## config.mk

```make
export PLATFORM = sky130hd
export DESIGN_NAME = demux1_2_fifo
export DESIGN_NICKNAME = d
export VERILOG_FILES = /design/src/rtl/demux_pkg.sv /design/src/rtl/demux_fifo.sv /design/src/rtl/demux1_2_fifo.sv
export SDC_FILE = /design/constraint.sdc
export NUM_CORES = 1
export LEC_CHECK = 0
export ABC_AREA = 1
export BUFFER_PORTS_ARGS = -buffer_cell sky130_fd_sc_hd__buf_2
export CAP_MARGIN = 20
export CORE_MARGIN = 10
export CORE_UTILIZATION = 55
export DETAILED_ROUTE_END_ITERATION = 12
export HOLD_SLACK_MARGIN = 0.15
export PLACE_DENSITY = 0.77
export SETUP_SLACK_MARGIN = 0.02
export SLEW_MARGIN = 20
export SYNTH_ARGS = -nofsm -noshare
export SYNTH_HDL_FRONTEND = slang
export SYNTH_HIERARCHICAL = 1
export SYNTH_SLANG_ARGS = --single-unit
export TNS_END_PERCENT = 50
```

## constraint.sdc

```tcl
create_clock -name clk -period 5.9 [get_ports clk]
set_clock_uncertainty 0.1 [all_clocks]
set_input_delay 0.59 -clock clk [delete_from_list [all_inputs] [get_ports clk]]
set_output_delay 0.59 -clock clk [all_outputs]
set_load 0.1 [all_outputs]
```

## src/rtl/demux_pkg.sv

```systemverilog
// Shared constants for the 1:2 demultiplexer with per-channel FIFOs.
package demux_pkg;

    localparam int DATA_W_DEF = 2;

    localparam logic CH0 = 1'b0;
    localparam logic CH1 = 1'b1;

    localparam int                STAT_W   = 8;
    localparam logic [STAT_W-1:0] STAT_MAX = 8'd255;

endpackage

```

## src/rtl/demux_fifo.sv

```systemverilog
// Show-ahead synchronous FIFO used as one channel buffer of demux1_2_fifo.
// Storage is not reset; only pointers and occupancy clear on reset_L.
module demux_fifo #(
    parameter int DATA_W     = 2,
    parameter int FIFO_DEPTH = 4
) (
    input  logic              clk,
    input  logic              reset_L,
    input  logic              push,
    input  logic [DATA_W-1:0] din,
    input  logic              pop,
    output logic [DATA_W-1:0] dout,
    output logic              empty,
    output logic              full
);

    localparam int ADDR_W = $clog2(FIFO_DEPTH);

    logic [DATA_W-1:0] mem [FIFO_DEPTH];
    logic [ADDR_W-1:0] wr_ptr;
    logic [ADDR_W-1:0] rd_ptr;
    logic [ADDR_W:0]   count;
    logic              do_push;
    logic              do_pop;

    assign empty   = (count == '0);
    assign full    = (count == (ADDR_W+1)'(FIFO_DEPTH));
    assign do_push = push && !full;
    assign do_pop  = pop && !empty;
    assign dout    = empty ? '0 : mem[rd_ptr];

    // Pointers wrap naturally because FIFO_DEPTH is a power of two.
    always_ff @(posedge clk or negedge reset_L) begin
        if (!reset_L) begin
            wr_ptr <= '0;
            rd_ptr <= '0;
            count  <= '0;
        end else begin
            if (do_push)
                wr_ptr <= wr_ptr + ADDR_W'(1);
            if (do_pop)
                rd_ptr <= rd_ptr + ADDR_W'(1);
            if (do_push && !do_pop)
                count <= count + (ADDR_W+1)'(1);
            else if (do_pop && !do_push)
                count <= count - (ADDR_W+1)'(1);
        end
    end

    always_ff @(posedge clk) begin
        if (do_push)
            mem[wr_ptr] <= din;
    end

endmodule

```

## src/rtl/demux1_2_fifo.sv

```systemverilog
// 1:2 demultiplexer steering one input stream into two buffered output lanes.
// Optional per-channel accepted-word counters when DEMUX_STATS_EN is defined.
module demux1_2_fifo
    import demux_pkg::*;
#(
    parameter int DATA_W     = DATA_W_DEF,
    parameter int FIFO_DEPTH = 4
) (
    input  logic              clk,
    input  logic              reset_L,
    input  logic              selector,
    input  logic [DATA_W-1:0] data_in,
    input  logic              valid_in,
    output logic              ready_in,
    output logic [DATA_W-1:0] data_out0,
    output logic              valid_out0,
    input  logic              ready_out0,
    output logic [DATA_W-1:0] data_out1,
    output logic              valid_out1,
    input  logic              ready_out1,
    output logic              full0,
    output logic              full1
`ifdef DEMUX_STATS_EN
    ,
    input  logic              stat_clr,
    output logic [STAT_W-1:0] stat_cnt0,
    output logic [STAT_W-1:0] stat_cnt1
`endif
);

    logic empty0;
    logic empty1;
    logic push0;
    logic push1;
    logic pop0;
    logic pop1;

    // Acceptance depends only on the selected channel being full: no pass-through.
    assign ready_in   = (selector == CH1) ? !full1 : !full0;
    assign push0      = valid_in && ready_in && (selector == CH0);
    assign push1      = valid_in && ready_in && (selector == CH1);
    assign valid_out0 = !empty0;
    assign valid_out1 = !empty1;
    assign pop0       = valid_out0 && ready_out0;
    assign pop1       = valid_out1 && ready_out1;

    demux_fifo #(
        .DATA_W    (DATA_W),
        .FIFO_DEPTH(FIFO_DEPTH)
    ) u_fifo0 (
        .clk    (clk),
        .reset_L(reset_L),
        .push   (push0),
        .din    (data_in),
        .pop    (pop0),
        .dout   (data_out0),
        .empty  (empty0),
        .full   (full0)
    );

    demux_fifo #(
        .DATA_W    (DATA_W),
        .FIFO_DEPTH(FIFO_DEPTH)
    ) u_fifo1 (
        .clk    (clk),
        .reset_L(reset_L),
        .push   (push1),
        .din    (data_in),
        .pop    (pop1),
        .dout   (data_out1),
        .empty  (empty1),
        .full   (full1)
    );

`ifdef DEMUX_STATS_EN
    // Saturating accepted-word counters; a synchronous clear beats an increment.
    always_ff @(posedge clk or negedge reset_L) begin
        if (!reset_L) begin
            stat_cnt0 <= '0;
            stat_cnt1 <= '0;
        end else if (stat_clr) begin
            stat_cnt0 <= '0;
            stat_cnt1 <= '0;
        end else begin
            if (push0 && (stat_cnt0 != STAT_MAX))
                stat_cnt0 <= stat_cnt0 + STAT_W'(1);
            if (push1 && (stat_cnt1 != STAT_MAX))
                stat_cnt1 <= stat_cnt1 + STAT_W'(1);
        end
    end
`endif

endmodule

```

# --- Yosys cells after proc, flatten, opt, wreduce, memory -nomap -nowiden ---
# Memory sizes are Yosys's and may differ from the RTL's.
# Index checks and enable logic that the tools add are counted.
# W data, S select, Z words.
totals:
  reg_bits: 14
  mem_bits_rw: 16
  in_bits: 8
  n_memories: 2
op_classes:
  addsub: 8
  eq_ne: 2
  n_mux: 11
  n_bitwise: 1
  reduce_logical: 25
mem_list:
  columns: ["name", "words", "width", "read_ports", "rd_clocked_by_memory_dff", "write_ports", "line_no", "rtl"]
  rows:
  - ["u_fifo0.mem", 4, 2, 1, 0, 1, "demux_fifo.sv:19", "logic [DATA_W-1:0] mem [FIFO_DEPTH];"]
  - ["u_fifo1.mem", 4, 2, 1, 0, 1, "demux_fifo.sv:19", null]
op_table:
  columns: ["operator", "n"]
  rows:
  - ["$logic_and A1 B1 Y1", 13]
  - ["$mux W3", 4]
  - ["$add A2 B1 Y2 const B", 4]
  - ["$logic_not A1 Y1", 8]
  - ["$add A3 B1 Y3 const B", 2]
  - ["$eq A3 B3 Y1 const B", 2]
  - ["$logic_not A3 Y1", 2]
  - ["$sub A3 B1 Y3 const B", 2]
  - ["$mux W1", 5]
  - ["$mux W2", 2]
  - ["$reduce_bool A2 Y1", 2]
  - ["$not A1 Y1", 1]

# --- Depth between registers and ports, before layout ---
depth:
  depth_word: 10
  depth_mapped: 16
  ltp_nobuf: 16

# --- By module ---
# Netlist, hierarchy kept.
modules_own_cells:
  columns: ["mod", "n_inst", "cells_per_inst", "area_each_um2", "seq_area_each_um2"]
  rows:
  - ["demux_fifo", 2, 90, 817.0, 415.4]
  - ["demux1_2_fifo", 1, 15, 61.3, 0.0]

# --- Worst setup path after synthesis ---
# Ideal clock, no wire load.
synth_path:
  kind: "flip-flop to output port"
  from: "register u_fifo0.rd_ptr[0]"
  to: "output port data_out0[0]"
  t_arrival_ns: 2.094
  required_time_ns: 5.210
  slack_ns: 3.116
  path_stages_with_launch: 5
  path_buffers: 1
  path_cell_list: "dfrtp_1 > buf_6 > nand2_1 > nand3_1 > a21oi_1"
synth_via:
  elab_chain_len: 2
synth_rtl:
  columns: ["element", "line_no", "rtl"]
  rows:
  - ["from (decl)", "demux_fifo.sv:21", "logic [ADDR_W-1:0] rd_ptr;"]
  - ["from (signal assigned)", "demux_fifo.sv:42", "rd_ptr <= rd_ptr + ADDR_W'(1);"]
  - ["$mem_v2 Z4 W2", null, null]
  - ["$mux W2", "demux_fifo.sv:30", "assign dout = empty ? '0 : mem[rd_ptr];"]
  - ["to (decl)", "demux1_2_fifo.sv:15", "output logic [DATA_W-1:0] data_out0,"]
# Every way passes these cells.

# --- Final worst setup path ---
layout_path:
  from: "register u_fifo1.rd_ptr[0]"
  to: "output port data_out1[0]"
layout_via:
  elab_chain_len: 2
layout_rtl:
  columns: ["element", "line_no", "rtl"]
  rows:
  - ["from (decl)", "demux_fifo.sv:21", null]
  - ["from (signal assigned)", "demux_fifo.sv:42", null]
  - ["$mem_v2 Z4 W2", null, null]
  - ["$mux W2", "demux_fifo.sv:30", null]
  - ["to (decl)", "demux1_2_fifo.sv:18", "output logic [DATA_W-1:0] data_out1,"]
# Every way passes these cells.

==> results.json <==
{
  "yosys-top-cells-area": "edfxtp_1, dfrtp_1, inv_1",
  "clockRootBuffer": "clkbuf_4",
  "detail-route-antenna-nets": 0,
  "synth_compound_area_frac": 0.02362,
  "initial_core_util": 0.5646,
  "drv_cap": 0,
  "critical-path-slowest-cell": "dfrtp_1",
  "core_um2": 3003,
  "reg2reg_depth": 15,
  "diodes": 0,
  "critical_path.max_fanout": 7,
  "yosys.area_share.simple": 0.2236,
  "cp_data_arrival_time_ns": 1.67,
  "clkSinkCount": 30,
  "synth_top_family_by_area": "simple AND/OR/NAND/NOR gates",
  "clock_latency_ns": 0.34,
  "crit_start": "u_fifo1/rd_ptr[0]$_DFFE_PN0P_",
  "rr_endpoint": "u_fifo1/count[2]$_DFFE_PN0P_",
  "fin_crit_ns": 2.362,
  "synthCells": 195,
  "firstDrtPassIters": 4,
  "grt_pass1_vias": 1095,
  "yosys_register_bits": 30,
  "synth_nets": 215,
  "syn2layout_area_growth_pct": 11.00,
  "layout-drive-gt1-share": 0.1835,
  "die_height_um": 75.52,
  "routedWlPerCell_um": 11.01,
  "cp-end-kind": "output pin",
  "tritoncts": "built",
  "drt-initial-drc-count": 91,
  "crit_chain": "inv_4 > nand2_1 > nand3_1 > a21oi_1 > buf_2",
  "via_per_inst": 4.610,
  "synth.area.mux_share": 0,
  "synth_fa_ha_area_frac": 0.09742,
  "ys_warn_count": 6,
  "hold_viol": 0,
  "period_share": 0.4003,
  "drc": 0,
  "grt_overflow": 0,
  "ios": 17,
  "critPathMaxStageDelay_ns": 0.52,
  "clk_transition_reported_paths_ns": 0.10,
  "worst_slew_pin_slew_ns": 0.4886,
  "maxSlewHeadroom": 0.6765,
  "final-setup-viol-count": 0,
  "grt_start_max_net_pins": 15,
  "cp.required_ns": 5.21,
  "syn_avg_cell_area_um2": 8.694,
  "die_x_um": 75.52,
  "yosysTopAreaCell": "edfxtp_1",
  "rsz0062_at_grt": "false",
  "io_buffers": 16,
  "final_nets": 237,
  "status": "completed",
  "place_hpwl_um": 2065,
  "reg2reg_from": "u_fifo1/count[0]$_DFFE_PN0P_",
  "critical_path_class": "register to output pin",
  "synth-xor-area-share": 0.02066,
  "crit_path_end": "data_out1[0]",
  "finalMaxSlewViolations": 0,
  "synth_seq_area_share": 0.4900,
  "final_core_util": 0.6267,
  "reg2reg_slack_ns": 3.57,
  "cts_buffers": 5,
  "routed_wl_um": 2763,
  "grtUsageTotal": 0.1110,
  "grt_pass1_wl_um": 4712,
  "ys_types": 21,
  "vias": 1157,
  "cts_buffer_depth": 2,
  "yosysTopAreaCellShare": 0.2834,
  "syn_area_um2": 1695,
  "cts_repair_resize_count": 0,
  "fmaxAchievable_mhz": 423.4,
  "synth_enable_flop_cells": 16,
  "die_area_um2": 5703,
  "postCtsSetupBuffers": 0,
  "postCtsHoldBufs": 1,
  "async_reset_ff_frac": 0.4667,
  "tns_ns": 0,
  "rows": 20,
  "ctsHtreeMaxLevel": 2,
  "synth_flop_cell": "edfxtp_1",
  "hp-class": "primary input to register",
  "antenna_found_initial": 0,
  "critPathLaunchType": "register",
  "place.gp.congestion": 0.8188
}
cells in the final DEF, fill, tap and decap left out, types with 2 or more instances in the layout:
cell type  count
a21oi_1        4
clkinv_2       2
nand3_1       16
nor2_1        11
buf_2         16
fa_1           2
inv_1         51
nand2_4        2
xnor2_1        4
nand3_2        4
nand4_1        2
o21ai_1        2
dfrtp_1       14
inv_2          4
nand2_2        3
o21ai_0        2
inv_4          2
nand2_1       42
edfxtp_1      16
ha_1          10
clkbuf_4       5
worst min-delay path by stage:
stage	startpoint	to	slack (ns)	depth (start not counted)
2_1_floorplan	reset_L	u_fifo0/count[0]$_DFFE_PN0P_	0.19	0
3_3_place_gp	reset_L	u_fifo0/count[1]$_DFFE_PN0P_	0.41	1
3_5_place_dp	reset_L	u_fifo0/count[2]$_DFFE_PN0P_	0.41	1
4_1_cts	data_in[0]	u_fifo1/mem[3][0]$_DFFE_PP_	0.41	1
5_1_grt	data_in[1]	u_fifo1/mem[0][1]$_DFFE_PP_	0.42	1
6_report	data_in[0]	u_fifo1/mem[3][0]$_DFFE_PP_	0.43	1
registers in the layout, indices dropped and copies added, names as in the netlist:
register,count
u_fifo0/count,3
u_fifo0/rd_ptr,2
u_fifo1/count,3
u_fifo1/mem,8
u_fifo1/wr_ptr,2
u_fifo0/mem,8
u_fifo0/wr_ptr,2
u_fifo1/rd_ptr,2
cell usage after synthesis (3+ instances only):
| cell | instances |
|---|---|
| xnor2_1 | 4 |
| edfxtp_1 | 16 |
| ha_1 | 10 |
| nand3_1 | 16 |
| nand3_2 | 4 |
| nand2_1 | 42 |
| inv_2 | 4 |
| dfrtp_1 | 14 |
| nand2_2 | 3 |
| nor2_1 | 11 |
| inv_1 | 51 |
| a21oi_1 | 4 |
stage by stage:
stage	area, µm²	setup slack (ns)	cells	hold WS (ns)
3_3_place_gp	1794	3.617	242	0.4112
2_1_floorplan	1695	3.116	195	0.1944
6_report	1882	3.538	251	0.4288
5_1_grt	1882	3.316	251	0.4159
3_5_place_dp	1794	3.577	242	0.4132
4_1_cts	1882	3.518	251	0.4134
cell type report:
cell class / instances / area, µm²
flip-flops and latches: 30 / 830.8
multi-input cells: 105 / 619.3
repair buffers: 17 / 90.09
fillers: 274 / 1121
clock buffers: 5 / 37.54
inverters: 58 / 222.7
well taps: 33 / 41.29
clock inverters: 3 / 40.04
kinds of logic (layout without fill, tap and decap cells):
group                    after synthesis  after routing
flip-flops                            30             30
AO/OA/AOI/OAI                          8              8
AND/OR/NAND/NOR                       81             81
buffers and inverters                 60             83
XOR/XNOR                               4              4
adder cells (fa/ha/maj)               12             12
critical path: cells and delay by family (launching register included):
family	cells	cell delay (ns)
flops	1	0.52
buf+inv	2	0.52
simple gates	2	0.16
compound gates	1	0.14
metal layers:
metal  track usage  up-vias  wire length, µm
li1              -      624                -
met1        0.1368      512             1340
met2        0.1624       15             1226
met3       0.04036        6              125
met4       0.06598        0               71
met5             0        -                0
Power is left out: the tool's default activity adds up to more than one toggle a clock period on the data nets, which glitch-free logic cannot reach.
